--- src/rtl/riscv_mc_pkg.sv ---
// riscv_mc_pkg: shared encodings for the multicycle RV32I controller
package riscv_mc_pkg;
   typedef enum logic [3:0] {
      FETCH, DECODE, MEMADR, MEMREAD, MEMWB, MEMWRITE,
      EXECUTER, EXECUTEI, ALUWB, BEQ, JAL
   } state_t;
   localparam logic [6:0] OP_LW  = 7'b0000011;
   localparam logic [6:0] OP_SW  = 7'b0100011;
   localparam logic [6:0] OP_R   = 7'b0110011;
   localparam logic [6:0] OP_I   = 7'b0010011;
   localparam logic [6:0] OP_JAL = 7'b1101111;
   localparam logic [6:0] OP_BEQ = 7'b1100011;
   localparam logic [1:0] ALUOP_ADD = 2'b00;
   localparam logic [1:0] ALUOP_SUB = 2'b01;
   localparam logic [1:0] ALUOP_FN  = 2'b10;
   localparam logic [1:0] IMM_I = 2'b00;
   localparam logic [1:0] IMM_S = 2'b01;
   localparam logic [1:0] IMM_B = 2'b10;
   localparam logic [1:0] IMM_J = 2'b11;
   localparam logic [1:0] RES_ALUOUT    = 2'b00;
   localparam logic [1:0] RES_DATA      = 2'b01;
   localparam logic [1:0] RES_ALURESULT = 2'b10;
   localparam logic [1:0] SRCA_PC    = 2'b00;
   localparam logic [1:0] SRCA_OLDPC = 2'b01;
   localparam logic [1:0] SRCA_RS1   = 2'b10;
   localparam logic [1:0] SRCB_RS2  = 2'b00;
   localparam logic [1:0] SRCB_IMM  = 2'b01;
   localparam logic [1:0] SRCB_FOUR = 2'b10;
   localparam logic [2:0] ALU_ADD = 3'b000;
   localparam logic [2:0] ALU_SUB = 3'b001;
   localparam logic [2:0] ALU_AND = 3'b010;
   localparam logic [2:0] ALU_OR  = 3'b011;
   localparam logic [2:0] ALU_SLT = 3'b101;
   // Immediate format implied by the opcode; unknown opcodes fall back to I-type.
   function automatic logic [1:0] imm_src(input logic [6:0] op);
      return op == OP_SW ? IMM_S : op == OP_BEQ ? IMM_B : op == OP_JAL ? IMM_J : IMM_I;
   endfunction
endpackage

--- src/rtl/aludec.sv ---
// aludec: ALU operation decode from ALUOp and the instruction funct fields
module aludec
   import riscv_mc_pkg::*;
(
   input  logic       op5,
   input  logic [2:0] funct3,
   input  logic       funct7b5,
   input  logic [1:0] alu_op,
   output logic [2:0] alu_control
);
   // Only R-type (op5=1) with funct7b5 turns funct3=000 into a subtract.
   always_comb
      alu_control = alu_op == ALUOP_ADD ? ALU_ADD :
                    alu_op == ALUOP_SUB ? ALU_SUB :
                    funct3 == 3'b000    ? ((op5 & funct7b5) ? ALU_SUB : ALU_ADD) :
                    funct3 == 3'b010    ? ALU_SLT :
                    funct3 == 3'b110    ? ALU_OR  :
                    funct3 == 3'b111    ? ALU_AND : ALU_ADD;
endmodule

--- src/rtl/mc_fsm.sv ---
// mc_fsm: state register, next-state logic and Moore outputs of the multicycle controller
module mc_fsm
   import riscv_mc_pkg::*;
(
   input  logic       clk,
   input  logic       reset,
   input  logic [6:0] op,
   input  logic       mem_ready,
   output logic       adr_src,
   output logic       ir_write,
   output logic       mem_write,
   output logic       reg_write,
   output logic [1:0] result_src,
   output logic [1:0] alu_src_a,
   output logic [1:0] alu_src_b,
   output logic [1:0] alu_op,
   output logic       branch,
   output logic       pc_update,
   output logic       illegal_op,
   output logic       instr_retire
);
   state_t state, state_next;
   // State register; reset returns to FETCH at once, abandoning any instruction in flight.
   always_ff @(posedge clk or posedge reset)
      if (reset) state <= FETCH;
      else state <= state_next;
   // Next state and per-state outputs; all write enables are suppressed while reset is high.
   always_comb begin
      state_next   = state;
      adr_src      = 1'b0;
      ir_write     = 1'b0;
      mem_write    = 1'b0;
      reg_write    = 1'b0;
      result_src   = RES_ALUOUT;
      alu_src_a    = SRCA_PC;
      alu_src_b    = SRCB_RS2;
      alu_op       = ALUOP_ADD;
      branch       = 1'b0;
      pc_update    = 1'b0;
      illegal_op   = 1'b0;
      instr_retire = 1'b0;
      case (state)
         FETCH: begin
            alu_src_b  = SRCB_FOUR;
            result_src = RES_ALURESULT;
            ir_write   = mem_ready;
            pc_update  = mem_ready;
            state_next = mem_ready ? DECODE : FETCH;
         end
         DECODE: begin
            alu_src_a = SRCA_OLDPC;
            alu_src_b = SRCB_IMM;
            case (op)
               OP_LW, OP_SW: state_next = MEMADR;
               OP_R:         state_next = EXECUTER;
               OP_I:         state_next = EXECUTEI;
               OP_JAL:       state_next = JAL;
               OP_BEQ:       state_next = BEQ;
               default: begin
                  state_next = FETCH;
                  illegal_op = 1'b1;
               end
            endcase
         end
         MEMADR: begin
            alu_src_a  = SRCA_RS1;
            alu_src_b  = SRCB_IMM;
            state_next = op[5] ? MEMWRITE : MEMREAD;
         end
         MEMREAD: begin
            adr_src    = 1'b1;
            state_next = mem_ready ? MEMWB : MEMREAD;
         end
         MEMWB: begin
            result_src   = RES_DATA;
            reg_write    = 1'b1;
            instr_retire = 1'b1;
            state_next   = FETCH;
         end
         MEMWRITE: begin
            adr_src      = 1'b1;
            mem_write    = 1'b1;
            instr_retire = mem_ready;
            state_next   = mem_ready ? FETCH : MEMWRITE;
         end
         EXECUTER: begin
            alu_src_a  = SRCA_RS1;
            alu_op     = ALUOP_FN;
            state_next = ALUWB;
         end
         EXECUTEI: begin
            alu_src_a  = SRCA_RS1;
            alu_src_b  = SRCB_IMM;
            alu_op     = ALUOP_FN;
            state_next = ALUWB;
         end
         ALUWB: begin
            reg_write    = 1'b1;
            instr_retire = 1'b1;
            state_next   = FETCH;
         end
         BEQ: begin
            alu_src_a    = SRCA_RS1;
            alu_op       = ALUOP_SUB;
            branch       = 1'b1;
            instr_retire = 1'b1;
            state_next   = FETCH;
         end
         JAL: begin
            alu_src_a  = SRCA_OLDPC;
            alu_src_b  = SRCB_FOUR;
            pc_update  = 1'b1;
            state_next = ALUWB;
         end
         default: state_next = FETCH;
      endcase
      if (reset) begin
         ir_write     = 1'b0;
         mem_write    = 1'b0;
         reg_write    = 1'b0;
         branch       = 1'b0;
         pc_update    = 1'b0;
         illegal_op   = 1'b0;
         instr_retire = 1'b0;
      end
   end
endmodule

--- src/rtl/multicycle_controller.sv ---
// multicycle_controller: control path of the multicycle RV32I datapath (optional MC_MEM_READY_EN adds a memory handshake)
module multicycle_controller
   import riscv_mc_pkg::*;
(
   input  logic       clk,
   input  logic       reset,
   input  logic [6:0] op,
   input  logic [2:0] funct3,
   input  logic       funct7b5,
   input  logic       Zero,
`ifdef MC_MEM_READY_EN
   input  logic       mem_ready,
`endif
   output logic       PCWrite,
   output logic       AdrSrc,
   output logic       MemWrite,
   output logic       IRWrite,
   output logic [1:0] ResultSrc,
   output logic [1:0] ALUSrcA,
   output logic [1:0] ALUSrcB,
   output logic       RegWrite,
   output logic [1:0] ImmSrc,
   output logic [2:0] ALUControl,
   output logic       illegal_op,
   output logic       instr_retire
);
   logic [1:0] alu_op;
   logic       branch, pc_update, ready;
`ifdef MC_MEM_READY_EN
   assign ready = mem_ready;
`else
   assign ready = 1'b1;
`endif
   mc_fsm u_fsm (
      .clk(clk), .reset(reset), .op(op), .mem_ready(ready),
      .adr_src(AdrSrc), .ir_write(IRWrite), .mem_write(MemWrite), .reg_write(RegWrite),
      .result_src(ResultSrc), .alu_src_a(ALUSrcA), .alu_src_b(ALUSrcB), .alu_op(alu_op),
      .branch(branch), .pc_update(pc_update), .illegal_op(illegal_op), .instr_retire(instr_retire)
   );
   aludec u_aludec (
      .op5(op[5]), .funct3(funct3), .funct7b5(funct7b5), .alu_op(alu_op), .alu_control(ALUControl)
   );
   // Branch resolution uses the Zero flag of the same cycle, so PC update is combinational.
   always_comb begin
      PCWrite = (branch & Zero) | pc_update;
      ImmSrc  = imm_src(op);
   end
endmodule

--- config.mk ---
export PLATFORM = sky130hd
export DESIGN_NAME = multicycle_controller
export DESIGN_NICKNAME = d
export VERILOG_FILES = /design/src/rtl/riscv_mc_pkg.sv /design/src/rtl/aludec.sv /design/src/rtl/mc_fsm.sv /design/src/rtl/multicycle_controller.sv
export SDC_FILE = /design/constraint.sdc
export NUM_CORES = 1
export LEC_CHECK = 0
export ABC_AREA = 1
export CELL_PAD_IN_SITES_DETAIL_PLACEMENT = 1
export CELL_PAD_IN_SITES_GLOBAL_PLACEMENT = 2
export CORE_MARGIN = 4
export CORE_UTILIZATION = 16
export DETAILED_ROUTE_END_ITERATION = 10
export PLACE_DENSITY = 0.86
export SYNTH_ARGS = -nofsm -noshare
export SYNTH_HDL_FRONTEND = slang
export SYNTH_SLANG_ARGS = --single-unit
--- constraint.sdc ---
create_clock -name clk -period 2.3 [get_ports clk]
set_input_delay 0.46 -clock clk [delete_from_list [all_inputs] [get_ports clk]]
set_output_delay 0.46 -clock clk [all_outputs]
set_load 0.05 [all_outputs]
==> key figures <==
Status
  – Status: complete, no violations

Setup path
  – Required @ worst endpoint: roughly 1.8 ns
  – Critical Path Fanout Max: 4
  – Critical Path End Type: output port
  – Crit path max-delay family: buffers and inverters
  – Setup crit start kind: input pin
  – Slowest cell on crit path: clkdlybuf4s50_1
  – Critical path arrival: between 1.5 and 2 ns
  – Worst Path Buf+Inv: 3
  – CP cell instances: clkdlybuf4s50_1, inv_1, nand2_1, nor2_1, nand2_1, nand3_1, nor2_1, buf_12
  – Critical path type: in -> out
  – Max incr delay on CP: 0.48 ns

Global routing
  – Largest net degree at the start of global routing: 10
  – Grt ovf: 0
  – Tot GR Track Use: 9.61%
  – First-pass GRT wire length: around 3100 µm
  – Vias in the first global route: 692
  – Initial antenna violation count: 0

Power and ir drop
  – Pwr Density: slightly below 800 nW/µm²
  – Leakage: about 0.51 nW
  – Worst vdd ir: between 0.15 and 0.2 mV

Routing
  – Routed wire length: between 1500 and 2000 µm
  – Vias: between 600 and 700
  – DR pass1 iterations: 3
  – Via density: around 4.3
  – Post-route DRC: 0
  – Routed WL per cell: ~11 µm
  – Post-route ant nets: 0
  – DR iter-0 viols: 5

Clocking
  – CTS Sinks: 4
  – CTS tree: done
  – Cts bufs inserted: 3
  – Htree depth: 1
  – Post-CTS setup buffer count: 0
  – Clock transition at the registers of the reported paths: about 0.040 ns
  – Skew-Pair Late Insertion Delay: between 0.2 and 0.25 ns
  – Hold_buf cts: 0
  – Cells resized by post-CTS repair: 0
  – Root Driver: clkbuf_4
  – Clock Path Buffers: 2

Final layout
  – Max reg flops: 4
  – Share of post-route cells with drive strength above 1: a little under a quarter
  – Post-layout util: around 34%
  – Diodes inserted: 0
  – Most frequent cells in the layout: nand2_1, inv_1, nor2_1, clkdlybuf4s50_1, buf_12
  – Most flop-heavy register: u_fsm.state
  – Synth-to-layout area growth: 98.5%
  – Largest registers: u_fsm.state: 4 flops
  – Post-route cell area: 981 µm²
  – Commonest non-fill, non-tap cell in the layout: nand2_1
  – Nets: between 100 and 150

Die
  – Ports: 32
  – Initial Util: 17.3%
  – Row Count: 19
  – Die area: between 4000 and 5000 µm²
  – Die Height: 63.6 µm
  – Core Region: roughly 2900 µm²
  – Die X: 63.6 µm

Yosys
  – Synthesis-stage register bit count: 4
  – Post-synth top area share: between 20% and 30%
  – Post-Syn Nets: around 110
  – Biggest area consumer among synthesized cells: nand2_1
  – Synth Warn #: 0
  – Synth area leaders: nand2_1, dfrtp_1, inv_1
  – Main synth FF type: dfrtp_1
  – Register area share after synthesis: between 20% and 30%
  – Synthesized instance count: 93
  – Post-synth ARST share: 100%
  – Netlist cell types: 19
  – Number of flops mapped to enable cells by yosys: 0
  – Netlist Area Pre-Place: around 490 µm²
  – Avg Cell Area, Syn: between 5 and 6 µm²

Placement
  – PortBufs: 31
  – DP HPWL: roughly 1600 µm
  – GPL Wtd Cong: approximately 0.77
  – Dpl ws: approximately 0.15 ns
  – Post-DP Area: between 900 and 1000 µm²

STA
  – Fin Clk Skew: roughly 0.0011 ns
  – Max Freq: about 0.47 GHz
  – Final hold viol count: 0
  – Pin slew with the least headroom to its limit: approximately 0.37 ns
  – Final setup vio count: 0
  – Slew HR: 75.0%
  – Slew Limit Fails: 0
  – Period utilization: between 90 and 100%
  – RSZ-0062 raised after global routing: no
  – Fin Setup TNS: 0 ns
  – Tmin final: 2.15 ns
  – Worst setup margin: ~0.15 ns

Run
  – Max-capacitance violation count: 0

Hold path
  – Hold Crit Class: in -> async
cells by family after synthesis:
family                 Yosys count  share of synthesized area [%]
AOI/OAI and AO/OA                6                           6.58
buffers and inverters           18                           13.9
DFF                              4                           20.3
and+or+nand+nor                 65                           59.2
cells in the mapped netlist, drive strengths merged (2+ instances only):
library cell / n
o21ai: 4
nor3: 2
nand3: 8
or2: 2
dfrtp: 4
nand4: 2
nand2: 34
nor2: 16
inv: 17
routing by layer:
layer,GRT usage [%],wire length [µm]
met4,2.43,12
met5,0,0
met3,3.91,108
met1,10.6,726
met2,16.9,886
layout make-up:
cell class / instances / area, µm²
Clock buffer: 3 / 22.5
Fill cell: 373 / 1870
Inverter: 17 / 63.8
Multi-Input combinational cell: 71 / 325
Sequential cell: 4 / 100
Tap cell: 31 / 38.8
Timing Repair Buffer: 33 / 430
worst paths after layout:
| kind | start | endpoint | slack, ns | depth (start not counted) |
|---|---|---|---|---|
| setup / recovery | op[4] | illegal_op | 0.15 | 8 |
| hold / removal | reset | u_fsm.state[1]$_DFF_PP0_ | 0.49 | 2 |
| setup reg to reg | u_fsm.state[2]$_DFF_PP0_ | u_fsm.state[2]$_DFF_PP0_ | 1.13 | 5 |
| hold reg to reg | u_fsm.state[3]$_DFF_PP0_ | u_fsm.state[1]$_DFF_PP0_ | 0.72 | 4 |
| max in group asynchronous | reset | u_fsm.state[2]$_DFF_PP0_ | 1.60 | 2 |
| min in group clk | u_fsm.state[3]$_DFF_PP0_ | u_fsm.state[1]$_DFF_PP0_ | 0.72 | 4 |
per-stage QoR:
stage | hold WS (ns) | power (mW) | cells
2_1_floorplan | 0.251 | 0.444 | 93
3_3_place_gp | 0.723 | 0.672 | 156
3_5_place_dp | 0.735 | 0.676 | 156
4_1_cts | 0.496 | 0.768 | 159
5_1_grt | 0.523 | 0.801 | 159
6_report | 0.490 | 0.756 | 159
report_power, final:
group | switching, mW | leakage, nW | internal, mW
sequential | 0.0298 | 0.0535 | 0.0817
combinational | 0.346 | 0.444 | 0.211
clock | 0.0296 | 0.0138 | 0.0584
total | 0.405 | 0.511 | 0.351
No activity file was read; power rests on OpenSTA's default activity.
